**src/rtl/uart_pkg.sv**
```systemverilog
// Shared UART definitions used by both the receiver and the transmitter.
package uart_pkg;

  // Receiver frame-tracking states.
  typedef enum logic [2:0] {
    IDLE,
    START,
    DATA,
    STOP,
    BREAK
  } uart_state_e;

  localparam int UART_DATA_BITS = 8;

  // Board defaults, kept identical on both halves of the link.
  localparam int UART_CLK_FREQ_DEFAULT = 50000000;
  localparam int UART_BAUD_DEFAULT     = 9600;

  // Clocks per oversampling tick, rounded to nearest and never below 1.
  function automatic int uart_div(input int clk_hz, input int baud, input int os);
    int denom;
    int q;
    denom = baud * os;
    q = (clk_hz + denom / 2) / denom;
    return (q < 1) ? 1 : q;
  endfunction

endpackage

```
**src/rtl/uart_receiver_if.sv**
```systemverilog
// Serial input plus the parallel byte/strobe side of the receiver.
interface uart_receiver_if;
  import uart_pkg::*;

  logic                      RxD;
  logic [UART_DATA_BITS-1:0] RxD_data;
  logic                      RxD_data_ready;
  logic                      RxD_frame_error;
  logic                      RxD_busy;

  // Line driver / consumer side.
  modport master (
    output RxD,
    input  RxD_data,
    input  RxD_data_ready,
    input  RxD_frame_error,
    input  RxD_busy
  );

  // Receiver side.
  modport slave (
    input  RxD,
    output RxD_data,
    output RxD_data_ready,
    output RxD_frame_error,
    output RxD_busy
  );

endinterface

```
**src/rtl/uart_os_tick_gen.sv**
```systemverilog
// Free-running divider producing the oversampling tick for the receiver.
module uart_os_tick_gen
  import uart_pkg::*;
#(
  parameter int ClkFrequency = UART_CLK_FREQ_DEFAULT,
  parameter int Baud         = UART_BAUD_DEFAULT,
  parameter int Oversampling = 16
) (
  input  logic clk,
  input  logic rst,
  output logic tick
);

  localparam int DIV   = uart_div(ClkFrequency, Baud, Oversampling);
  localparam int CNT_W = (DIV > 1) ? $clog2(DIV) : 1;

  logic [CNT_W-1:0] cnt_q, cnt_d;

  // Tick on the last count of each period, then restart from zero.
  always_comb begin
    tick  = (cnt_q == CNT_W'(DIV - 1));
    cnt_d = tick ? '0 : cnt_q + CNT_W'(1);
  end

  // Divider counter register.
  always_ff @(posedge clk) begin
    if (rst) cnt_q <= '0;
    else     cnt_q <= cnt_d;
  end

endmodule

```
**src/rtl/uart_receiver.sv**
```systemverilog
// 8N1 receiver: synchronises RxD, validates the start bit at mid-bit and
// samples every following bit at its centre using the oversampling tick.
module uart_receiver
  import uart_pkg::*;
#(
  parameter int ClkFrequency = UART_CLK_FREQ_DEFAULT,
  parameter int Baud         = UART_BAUD_DEFAULT,
  parameter int Oversampling = 16
) (
  input logic          clk,
  input logic          rst,
  uart_receiver_if.slave rx
);

  localparam int OS_W = $clog2(Oversampling);

  logic os_tick;

  uart_os_tick_gen #(
    .ClkFrequency(ClkFrequency),
    .Baud        (Baud),
    .Oversampling(Oversampling)
  ) u_tick (
    .clk (clk),
    .rst (rst),
    .tick(os_tick)
  );

  uart_state_e               state_q, state_d;
  logic                      sync1_q, sync1_d;
  logic                      sync2_q, sync2_d;
  logic [1:0]                fill_q, fill_d;
  logic                      armed_q, armed_d;
  logic [OS_W-1:0]           os_cnt_q, os_cnt_d;
  logic [2:0]                bit_idx_q, bit_idx_d;
  logic [UART_DATA_BITS-1:0] shift_q, shift_d;
  logic [UART_DATA_BITS-1:0] data_q, data_d;
  logic                      ready_q, ready_d;
  logic                      ferr_q, ferr_d;
  logic                      rxd_s;
  logic                      sync_valid;
  logic                      os_wrap;

  assign rxd_s      = sync2_q;
  // The synchroniser resets to 1, so its output only reflects the real line
  // once both stages have been refilled; arming before that would let a line
  // held low through reset look like a fresh start edge.
  assign sync_valid = fill_q[1];
  assign os_wrap    = (os_cnt_q == OS_W'(Oversampling - 1));

  // Synchroniser shift and arming flag.
  always_comb begin
    sync1_d = rx.RxD;
    sync2_d = sync1_q;
    fill_d  = {fill_q[0], 1'b1};
    armed_d = armed_q | (sync_valid & rxd_s);
  end

  // Frame FSM: next state, counters, shift register and registered strobes.
  always_comb begin
    state_d   = state_q;
    os_cnt_d  = os_cnt_q;
    bit_idx_d = bit_idx_q;
    shift_d   = shift_q;
    data_d    = data_q;
    ready_d   = 1'b0;
    ferr_d    = 1'b0;
    unique case (state_q)
      IDLE: begin
        if (os_tick && armed_q && !rxd_s) begin
          os_cnt_d = '0;
          state_d  = START;
        end
      end
      START: begin
        if (os_tick) begin
          if (os_cnt_q == OS_W'(Oversampling / 2 - 2)) begin
            if (!rxd_s) begin
              os_cnt_d  = '0;
              bit_idx_d = '0;
              state_d   = DATA;
            end else begin
              state_d = IDLE;
            end
          end else begin
            os_cnt_d = os_cnt_q + OS_W'(1);
          end
        end
      end
      DATA: begin
        if (os_tick) begin
          os_cnt_d = os_cnt_q + OS_W'(1);
          if (os_wrap) begin
            shift_d = {rxd_s, shift_q[UART_DATA_BITS-1:1]};
            if (bit_idx_q == 3'(UART_DATA_BITS - 1)) state_d = STOP;
            else                                     bit_idx_d = bit_idx_q + 3'd1;
          end
        end
      end
      STOP: begin
        if (os_tick) begin
          os_cnt_d = os_cnt_q + OS_W'(1);
          if (os_wrap) begin
            if (rxd_s) begin
              data_d  = shift_q;
              ready_d = 1'b1;
              state_d = IDLE;
            end else begin
              ferr_d  = 1'b1;
              state_d = BREAK;
            end
          end
        end
      end
      BREAK: begin
        if (rxd_s) state_d = IDLE;
      end
      default: state_d = IDLE;
    endcase
  end

  // State and datapath registers, all cleared by synchronous reset.
  always_ff @(posedge clk) begin
    if (rst) begin
      state_q   <= IDLE;
      sync1_q   <= 1'b1;
      sync2_q   <= 1'b1;
      fill_q    <= '0;
      armed_q   <= 1'b0;
      os_cnt_q  <= '0;
      bit_idx_q <= '0;
      shift_q   <= '0;
      data_q    <= '0;
      ready_q   <= 1'b0;
      ferr_q    <= 1'b0;
    end else begin
      state_q   <= state_d;
      sync1_q   <= sync1_d;
      sync2_q   <= sync2_d;
      fill_q    <= fill_d;
      armed_q   <= armed_d;
      os_cnt_q  <= os_cnt_d;
      bit_idx_q <= bit_idx_d;
      shift_q   <= shift_d;
      data_q    <= data_d;
      ready_q   <= ready_d;
      ferr_q    <= ferr_d;
    end
  end

  assign rx.RxD_data        = data_q;
  assign rx.RxD_data_ready  = ready_q;
  assign rx.RxD_frame_error = ferr_q;
  assign rx.RxD_busy        = (state_q == DATA) || (state_q == STOP) || (state_q == BREAK);

endmodule
```
**src/flat_wrapper.sv**
```systemverilog
// flat-port wrapper written by rule: the top's interface ports become plain ports
module uart_receiver_flat import uart_pkg::*;
#(
  parameter int ClkFrequency = UART_CLK_FREQ_DEFAULT,
  parameter int Baud         = UART_BAUD_DEFAULT,
  parameter int Oversampling = 16
)
  (clk, rst, rx_RxD, rx_RxD_data, rx_RxD_data_ready, rx_RxD_frame_error, rx_RxD_busy);
  uart_receiver_if rx_i ();
  input logic clk;
  input logic rst;
  input wire logic [$bits(rx_i.RxD)-1:0] rx_RxD;
  output wire logic [$bits(rx_i.RxD_data)-1:0] rx_RxD_data;
  output wire logic [$bits(rx_i.RxD_data_ready)-1:0] rx_RxD_data_ready;
  output wire logic [$bits(rx_i.RxD_frame_error)-1:0] rx_RxD_frame_error;
  output wire logic [$bits(rx_i.RxD_busy)-1:0] rx_RxD_busy;
  assign rx_i.RxD = rx_RxD;
  assign rx_RxD_data = rx_i.RxD_data;
  assign rx_RxD_data_ready = rx_i.RxD_data_ready;
  assign rx_RxD_frame_error = rx_i.RxD_frame_error;
  assign rx_RxD_busy = rx_i.RxD_busy;
  uart_receiver #(.ClkFrequency(ClkFrequency), .Baud(Baud), .Oversampling(Oversampling)) u_core (.clk(clk), .rst(rst), .rx(rx_i));
endmodule
```
**config.mk**
```make
export PLATFORM = sky130hd
export DESIGN_NAME = uart_receiver_flat
export DESIGN_NICKNAME = d
export VERILOG_FILES = /design/src/rtl/uart_pkg.sv /design/src/rtl/uart_receiver_if.sv /design/src/rtl/uart_os_tick_gen.sv /design/src/rtl/uart_receiver.sv /design/src/flat_wrapper.sv
export SDC_FILE = /design/constraint.sdc
export NUM_CORES = 1
export LEC_CHECK = 0
export ABC_CLOCK_PERIOD_IN_PS = 3120
export BUFFER_PORTS_ARGS = -buffer_cell sky130_fd_sc_hd__buf_2
export CORE_MARGIN = 4
export CORE_UTILIZATION = 51
export CTS_CLUSTER_DIAMETER = 60
export DETAILED_ROUTE_END_ITERATION = 6
export PLACE_DENSITY_LB_ADDON = 0.2
export RECOVER_POWER = 25
export SYNTH_ARGS = -nofsm -noshare
export SYNTH_HDL_FRONTEND = slang
export SYNTH_SLANG_ARGS = --single-unit
```
**constraint.sdc**
```tcl
create_clock -name clk -period 3.12 [get_ports clk]
set_input_delay 0.624 -clock clk [delete_from_list [all_inputs] [get_ports clk]]
set_output_delay 0.624 -clock clk [all_outputs]
set_load 0.1 [all_outputs]
```
==> out/results.txt, run 1 <==
Status: finished, final reports clean
Max-cap violation count: 0
Vias in the first global route: 1,510
HPWL after detailed placement: 2729 um
Total nets after synthesis: 219
Antenna Violating Nets Remaining: 0
Setup TNS: 0 ns
Leakage: 0.7437 nW
GRT overflow: 0
# resized after CTS: 0
Power Density: 509.6 nW/um^2
First-pass GRT wire length: 6858 um
CTS root buf: clkbuf_8
Slew Limit Fails: 0
Sequential element share of the synthesized area: 44.04%
FILL cells: 305
I/O Buffers: 13
Asr flop ratio synth: 0%
Peak VDD IR: 0.3345 mV
Core footprint: 3468 um^2
Startpoint class of the critical path: flip-flop
Nets: 227
Worst stage delay on the critical path: 0.69 ns
Number of H-tree levels: 2
Final setup fails: 0
Storage cell area: 840.8 um^2
Final Skew: 0.008054 ns
Hold depth: 1
Maximum fanout along the worst path: 7
Total chip power: 1.060 mW
Clock sink count: 42
Worst reg2reg path depth: 4
Clock Latency Late Sink: 0.29 ns
Clk pin slew, worst setup/hold paths: 0.07 ns
Clock share of power: 40.3%
Post-synth EDFFs: 0
# rows: 21
CTS tree: built
Initial detailed-routing violation count: 85
Synth warn: 0
Commonest non-fill, non-tap cells in the layout: dfxtp_1 (42), nor2_1 (23), a21oi_1 (15)
Unrepaired setup endpoints after global routing: false
Crit. End Element: flip-flop
Cts hold-fix bufs: 0
Initial antenna violation count: 0
Pin count of the biggest net entering global routing: 33
Slowest stage cell on the critical path: or4b_1
Slew @ Worst Pin: 1.260 ns
Highest achievable clock rate: 428.0 MHz
CTS Buf Count: 5
Synth unique cells: 48
DIE WIDTH: 69.19 um
Via count: 1,571
Most common cell after layout, fill and taps aside: dfxtp_1
TritonRoute pass-1 iters: 4
Post-Syn Area: 1909 um^2
Final hold vios: 0
Fin crit share: 74.89%
Area Overhead vs Synth: 8.978%
Switching share of total power: 22.35%
Worst hold path class: reg -> reg
DR WL/cell: 14.57 um
# DRC: 0
Synth Register Bits: 42
Total GRT Usage: 17.24%
Routed vias/inst: 5.951
Hold Worst Slack: 0.4292 ns
Critical path cell sequence: or4b_1 > or3_4 > o41a_1 > mux2_4
Power Internal: 0.8235 mW
RePlAce Congestion: 0.9074
# IOs: 14
Initial core utilization: 55.05%
Share of layout cells above drive strength 1: 8.257%
Comb pwr share: 6.5%
CP Class: reg -> reg
Die Y-Extent: 69.19 um
Sw Pwr: 0.2370 mW
# diodes: 0
CP arrival: 2.51 ns
Slew headroom: 15.98%
Crit path required time: 3.30 ns
Post-CTS setup buffers: 0
Max clock buf depth: 2
Final worst path period need: 2.336 ns
Ys flop type: dfxtp_1
Area of the multi-input gates: 978.4 um^2
Reg power frac: 53.2%
Post-layout util: 59.99%
Total Routed Length: 3846 um
Gate Count Post-Synth: 210
Synthesized area per cell: 9.092 um^2
Die ar.: 4787 um^2
## final timing paths
kind	from	endpoint	slack (ns)
worst max-delay path	u_core.u_tick.cnt_q[5]	u_core.bit_idx_q[0]	0.78
worst min-delay path	u_core.sync1_q	u_core.rxd_s	0.43
worst max register to register	u_core.u_tick.cnt_q[5]	u_core.bit_idx_q[0]	0.78
worst min register to register	u_core.sync1_q	u_core.rxd_s	0.43
## synth_stat cells, types with 4 or more instances
cell type / count / area (um^2)
nor3_1: 4 / 20.02
o21ai_0: 10 / 50.05
nor2_1: 23 / 86.33
mux2i_1: 8 / 80.08
a21oi_1: 15 / 75.07
xor2_1: 6 / 52.55
clkbuf_1: 10 / 37.54
and3_1: 5 / 31.28
dfxtp_1: 42 / 840.8
ha_1: 6 / 75.07
nand3_1: 14 / 70.07
inv_1: 10 / 37.54
## routing by layer
metal,share of wire (%),routed length [um],track usage (%),vias up
li1,-,-,-,775
met1,46,1752,21.89,741
met2,48,1838,27.12,43
met3,4.1,157,3.623,12
met4,2.5,97,9.544,0
met5,0,0,0,-
## worst max-delay path, delay by kind of cell (launching register included)
kind | cells | cell delay [ns]
flops | 1 | 0.35
mux | 1 | 0.27
simple gates | 2 | 1.15
compound gates | 1 | 0.46
## final cells by class
cell class                 count  share of cell area (%)
sequential                    42                   40.41
tap                           46                   2.766
inverter                      10                   1.804
clock buffer                   6                   3.969
timing repair buffer          13                   2.586
clock inverter                 1                   1.443
multi-input combinational    146                   47.02
## cell families (layout without fill, tap and decap cells)
kind of cell    count (synthesis)  after routing  synth area share, %
simple gates                   75             75                22.35
compound gates                 49             49                16.78
flops                          42             42                44.04
buf+inv                        22             30                4.718
mux                             9              9                4.980
xor+xnor                        7              7                3.211
fa+ha+maj                       6              6                3.932
## per-stage QoR
stage	setup slack [ns]	cell area, um^2	std cells
finish	0.7835	2081	264
global route	0.5498	2081	264
CTS	0.7862	2092	264
detailed placement	0.8009	1979	257
global placement	0.8578	1979	257
floorplan	0.3568	1909	210
## power by group through the flow
stage / Clock (mW) / Combinational [mW] / Sequential (mW)
global placement: 0 / 0.0671 / 0.575
detailed placement: 0 / 0.0685 / 0.576
finish: 0.427 / 0.0690 / 0.564
floorplan: 0 / 0.0665 / 0.563
global route: 0.454 / 0.0779 / 0.566
CTS: 0.438 / 0.0690 / 0.563
## sequential cells by signal (all words and copies together) (netlist names)
name                       count
u_core.rx.RxD_frame_error      1
u_core.rxd_s                   1
u_core.shift_q                 8
u_core.armed_q                 1
u_core.sync1_q                 1
u_core.u_tick.cnt_q            9
u_core.rx.RxD_data             8
u_core.state_q                 3
u_core.fill_q                  2
u_core.os_cnt_q                4
u_core.rx.RxD_data_ready       1
u_core.bit_idx_q               3
No activity file was read; power rests on OpenSTA's default activity.
==> inputs of run 2 (changes only) <==
Settings changed: ABC_CLOCK_PERIOD_IN_PS 3120 to 1900.
Clock period 3.12 ns to 1.9 ns, I/O delays scaled along.
==> run 2 against run 1 <==
Against the previous run: the flow now finishes with violations (setup timing); power grew 69%; maximum frequency grew 19%; combinational power grew to 2.8 times the previous value; global-route usage rose by 1.1 points; final cell count is 8.7% higher; flip-flop and latch count unchanged; critical path type unchanged; highest routed layer unchanged.
==> out/results.txt, run 2 (synthesis results as in run 1) <==
Status: complete, but fails checks
Failing checks: setup timing
RePlAce Congestion: 0.9015
Max FFs per register: 9
Die Y-Extent: 69.19 um
Unrepaired setup endpoints after global routing: true
Area of the multi-input gates: 1086 um^2
Cts hold-fix bufs: 0
Maximum fanout along the worst path: 3
Dpl cells: 277
Final worst path period need: 1.968 ns
Die ar.: 4787 um^2
Nets: 249
Routed vias/inst: 5.857
Peak VDD IR: 0.6352 mV
Clk pin slew, worst setup/hold paths: 0.09 ns
Final Skew: 0.01064 ns
Worst hold path class: in -> reg
DR WL/cell: 15.61 um
GRT overflow: 0
Total Routed Length: 4481 um
# rows: 21
CP arrival: 2.16 ns
Total GRT Usage: 18.34%
Final worst setup slack: -0.06800 ns
Slew @ Worst Pin: 0.7715 ns
Crit. End Element: flip-flop
CP Class: reg -> reg
Highest achievable clock rate: 508.1 MHz
Core footprint: 3468 um^2
Slew Limit Fails: 0
Crit path required time: 2.09 ns
Via count: 1,681
HPWL after detailed placement: 3109 um
First-pass GRT wire length: 7355 um
Reg power frac: 50.8%
Slew headroom: 48.57%
Share of layout cells above drive strength 1: 26.97%
Power Internal: 1.355 mW
Post-Layout Cell Count: 287
Largest Register: u_core.u_tick.cnt_q
Vias in the first global route: 1,550
CTS Buf Count: 5
Hold Worst Slack: 0.2796 ns
Pin count of the biggest net entering global routing: 19
Setup TNS: -0.1595 ns
I/O Buffers: 13
CTS tree: built
Fin crit share: 103.6%
Comb pwr share: 10.6%
Initial core utilization: 55.05%
Clock sink count: 42
FILL cells: 267
Area Overhead vs Synth: 25.56%
Power Density: 747.1 nW/um^2
Commonest non-fill, non-tap cells in the layout: dfxtp_1 (40), nor2_1 (23), buf_4 (20)
Post-layout util: 69.12%
# IOs: 14
CTS root buf: clkbuf_8
TritonRoute pass-1 iters: 4
Switching share of total power: 24.33%
Startpoint class of the critical path: flip-flop
DIE WIDTH: 69.19 um
Final setup fails: 5
# DRC: 0
Leakage: 0.8952 nW
Initial antenna violation count: 0
Max-cap violation count: 0
Antenna Violating Nets Remaining: 0
Number of H-tree levels: 2
Storage cell area: 845.8 um^2
Sw Pwr: 0.4358 mW
Initial detailed-routing violation count: 168
DP Worst Slack: -0.1436 ns
Clock share of power: 38.7%
Max clock buf depth: 2
# diodes: 0
Clock Latency Late Sink: 0.29 ns
Most common cell after layout, fill and taps aside: dfxtp_1
Final hold vios: 0
## run 2: cell types whose count changed in the layout (fill, tap and decap cells not counted), sizes merged
cell      previous run  this run
clkinvlp             0         1
clkbuf              15        12
buf                  4        29
## run 2: timing repair
| action | CTS | global route |
|---|---|---|
| pin swaps | 2 | 7 |
| gates resized for setup | 7 | 17 |
| buffers inserted | 0 | 2 |
| endpoints found under the setup margin | 5 | 22 |
## run 2: through the flow
stage | total power, mW | area, um^2
2_1_floorplan | 1.037 | 1918
3_3_place_gp | 1.084 | 2165
3_5_place_dp | 1.092 | 2165
4_1_cts | 1.781 | 2310
5_1_grt | 1.856 | 2397
6_report | 1.791 | 2397
## run 2: path summary, 6_finish.rpt
path / start / to / slack (ns) / depth (start not counted)
max: u_core.u_tick.cnt_q[5] / u_core.bit_idx_q[0] / -0.07 / 4
min: rx_RxD / u_core.sync1_q / 0.28 / 2
max reg2reg: u_core.u_tick.cnt_q[5] / u_core.bit_idx_q[0] / -0.07 / 4
min reg2reg: u_core.sync1_q / u_core.rxd_s / 0.41 / 1
## run 2: cell type report
cell class	count	share of cell area (%)
clock inverter	2	1.566
timing repair buffer	35	10.86
tap	46	2.401
sequential	42	35.28
inverter	10	1.566
clock buffer	6	3.027
multi-input combinational	146	45.30
## run 2: power by group through the flow
stage	clock [mW]	combinational, mW	sequential [mW]
finish	0.692	0.190	0.909
floorplan	0	0.113	0.924
global route	0.741	0.204	0.911
detailed placement	0	0.162	0.930
global placement	0	0.155	0.929
CTS	0.700	0.172	0.910
## run 2: metal layers
layer	global-route usage, %	up-vias	wire, um
met5	0	-	0
met4	6.291	0	72
met3	4.203	10	221
met2	31.36	47	2302
met1	22.56	801	1884
li1	-	823	-
## run 2: worst max-delay path, cell delays in order, from the launching register on
cell and delay [ns]:
dfxtp_2 0.32, or4b_4 0.53, or3_4 0.39, o41a_1 0.36, mux2_4 0.27
==> inputs of run 3 (changes only) <==
Settings changed: SYNTH_HIERARCHICAL set to 1.
==> run 3 against run 2 <==
Against the previous run: the flow still finishes with violations (setup timing); flip-flop and latch count did not move; sequential share of layout area grew 2.1 points; via count fell by 11%; combinational power is 18% higher; worst hold slack worse by 0.068 ns; critical path depth up 6; area after synthesis down 3.5%; routed wire length decreased by 16%; power shrank 4.9%; die area fell by 3.1%; critical endpoint is now u_core/state_q[0]; largest cell class unchanged.
==> out/results.txt, run 3 <==
Status: complete, but fails checks
Failing checks: setup timing
Post-Layout Cell Count: 274
CP arrival: 2.20 ns
Via count: 1,504
Post-synth top area share: 45.62%
CP Class: reg -> reg
Final worst setup slack: -0.01185 ns
Power Density: 743.2 nW/um^2
Number of H-tree levels: 2
Crit path required time: 2.18 ns
Max FFs per register: 9
Cts hold-fix bufs: 0
Worst reg2reg startpoint: u_core/u_tick/cnt_q[1]
Synth warn: 6
Clk pin slew, worst setup/hold paths: 0.12 ns
Core footprint: 3416 um^2
Asr flop ratio synth: 0%
Share of layout cells above drive strength 1: 27.63%
Synth unique cells: 45
Post-Syn Area: 1843 um^2
Worst reg2reg path depth: 10
Setup TNS: -0.01185 ns
Total Routed Length: 3774 um
DR WL/cell: 13.77 um
RePlAce Congestion: 0.8367
Endpoint, Worst Hold: u_core/sync1_q
Clock Latency Late Sink: 0.35 ns
Initial antenna violation count: 0
Final Skew: 0.007378 ns
Most frequent cell after synthesis: dfxtp_1
Total nets after synthesis: 205
Most common cell after layout, fill and taps aside: dfxtp_1
TritonRoute pass-1 iters: 4
Maximum fanout along the worst path: 5
Vias in the first global route: 1,438
FILL cells: 286
Sequential element share of the synthesized area: 45.62%
Commonest non-fill, non-tap cells in the layout: dfxtp_1 (36), nor2_1 (29), mux2i_1 (17), buf_4 (17), buf_2 (12)
Final worst path period need: 1.912 ns
# DRC: 0
Gate Count Post-Synth: 196
Highest achievable clock rate: 523.1 MHz
Leakage: 0.9053 nW
Nets: 236
Peak VDD IR: 0.5212 mV
Pin count of the biggest net entering global routing: 34
Die ar.: 4640 um^2
# rows: 21
Slew headroom: 63.99%
Hold Crit Start: rx_RxD
Max-cap violation count: 0
Slew Limit Fails: 0
Synthesized area per cell: 9.403 um^2
Initial detailed-routing violation count: 71
Final hold vios: 0
Slew @ Worst Pin: 0.5402 ns
Crit. End Element: flip-flop
CTS root buf: clkbuf_4
Dpl cells: 255
Largest cells by area after synthesis: dfxtp_1 (46%), mux2i_1 (9.2%), nor2_1 (6.1%)
Worst hold path class: in -> reg
Routed vias/inst: 5.489
Internal reg-to-reg setup slack: -0.01 ns
Startpoint class of the critical path: flip-flop
Final setup fails: 1
I/O Buffers: 13
Max clock buf depth: 2
Synth Register Bits: 42
# diodes: 0
Cell accounting for the most synthesized area: dfxtp_1
HPWL after detailed placement: 2534 um
CTS tree: built
Clock sink count: 42
Hold Worst Slack: 0.2113 ns
Initial core utilization: 53.96%
Area Overhead vs Synth: 24.37%
DIE WIDTH: 68.12 um
Hold depth: 2
Synth top cells by count: dfxtp_1 (42), nor2_1 (30), mux2i_1 (17), a21oi_1 (10)
GRT overflow: 0
Ys flop type: dfxtp_1
First-pass GRT wire length: 6361 um
Unrepaired setup endpoints after global routing: true
CTS Buf Count: 5
Total GRT Usage: 18.38%
Die Y-Extent: 68.12 um
Antenna Violating Nets Remaining: 0
Post-synth EDFFs: 0
Largest Register: u_core/u_tick/cnt_q
Critical R2R Capture: u_core/state_q[0]
# IOs: 14
Fin crit share: 100.6%
==> run 3: per-stage QoR <==
step                      setup slack, ns  utilization, %  area, um^2  total power [mW]
after global routing              -0.1247           67.11        2292             1.772
after global placement            0.09077           59.08        2018             1.112
after floorplan                   0.01234               -        1847             1.053
after CTS                        0.005972           62.20        2125             1.681
after detailed placement          0.01940           59.08        2018             1.119
final                            -0.01185           67.11        2292             1.704
==> run 3: layer usage <==
| layer | GRT usage, % | vias to the layer above | share of wire (%) |
|---|---|---|---|
| met3 | 5.419 | 5 | 3.0 |
| li1 | - | 753 | - |
| met2 | 30.93 | 21 | 47 |
| met5 | 0 | - | 0 |
| met4 | 6.700 | 0 | 1.5 |
| met1 | 22.08 | 725 | 48 |
==> run 3: final cells by class <==
cell class              count  area [um^2]  share of cell area (%)
clock buffers               6        41.29                   1.801
clock inverters             2        37.54                   1.638
inverters                   6        22.52                  0.9825
repair buffers             32        239.0                   10.43
flip-flops and latches     42        855.8                   37.34
multi-input cells         140         1039                   45.31
well taps                  46        57.56                   2.511
==> run 3: logic make-up after synthesis <==
kind of cell,count (synthesis),synth area share (%)
and+or+nand+nor,82,24.58
DFF,42,45.62
AOI/OAI and AO/OA,32,11.74
muxes,17,9.233
buffers and inverters,14,3.327
adders and majority gates,6,4.073
xor gates and xnor gates,3,1.426
==> run 3: critical path, stage by stage, from the launching register on <==
cell and delay [ns]:
dfxtp_2 0.34, inv_2 0.05, ha_4 0.13, nand4bb_4 0.13, nor2_4 0.14, buf_6 0.11, and4b_1 0.20, or3_1 0.12
o211ai_2 0.10, or3_1 0.38, a21oi_1 0.13
==> run 3: worst max-delay path by stage <==
| stage | startpoint | to | slack, ns | cells past startpoint |
|---|---|---|---|---|
| floorplan | u_core/u_tick/cnt_q[0] | u_core/shift_q[0] | 0.01 | 8 |
| global placement | u_core/u_tick/cnt_q[1] | u_core/state_q[0] | 0.09 | 10 |
| detailed placement | u_core/u_tick/cnt_q[1] | u_core/rx.RxD_data[1] | 0.02 | 8 |
| CTS | u_core/u_tick/cnt_q[1] | u_core/state_q[0] | 0.006 | 10 |
| global route | u_core/u_tick/cnt_q[1] | u_core/state_q[0] | -0.12 | 10 |
| finish | u_core/u_tick/cnt_q[1] | u_core/state_q[0] | -0.01 | 10 |
==> run 3: timing repair <==
item	4_1_cts	5_1_grt
pin swaps	1	4
setup buffers	0	11
gates resized for setup	7	17
endpoints found under the hold margin	0	0
endpoints found under the setup margin	3	22
==> run 3: power breakdown <==
group | internal (mW) | switching (mW) | total (mW)
registers | 0.897 | 0.0148 | 0.911
clock network | 0.278 | 0.290 | 0.568
logic | 0.0913 | 0.133 | 0.224
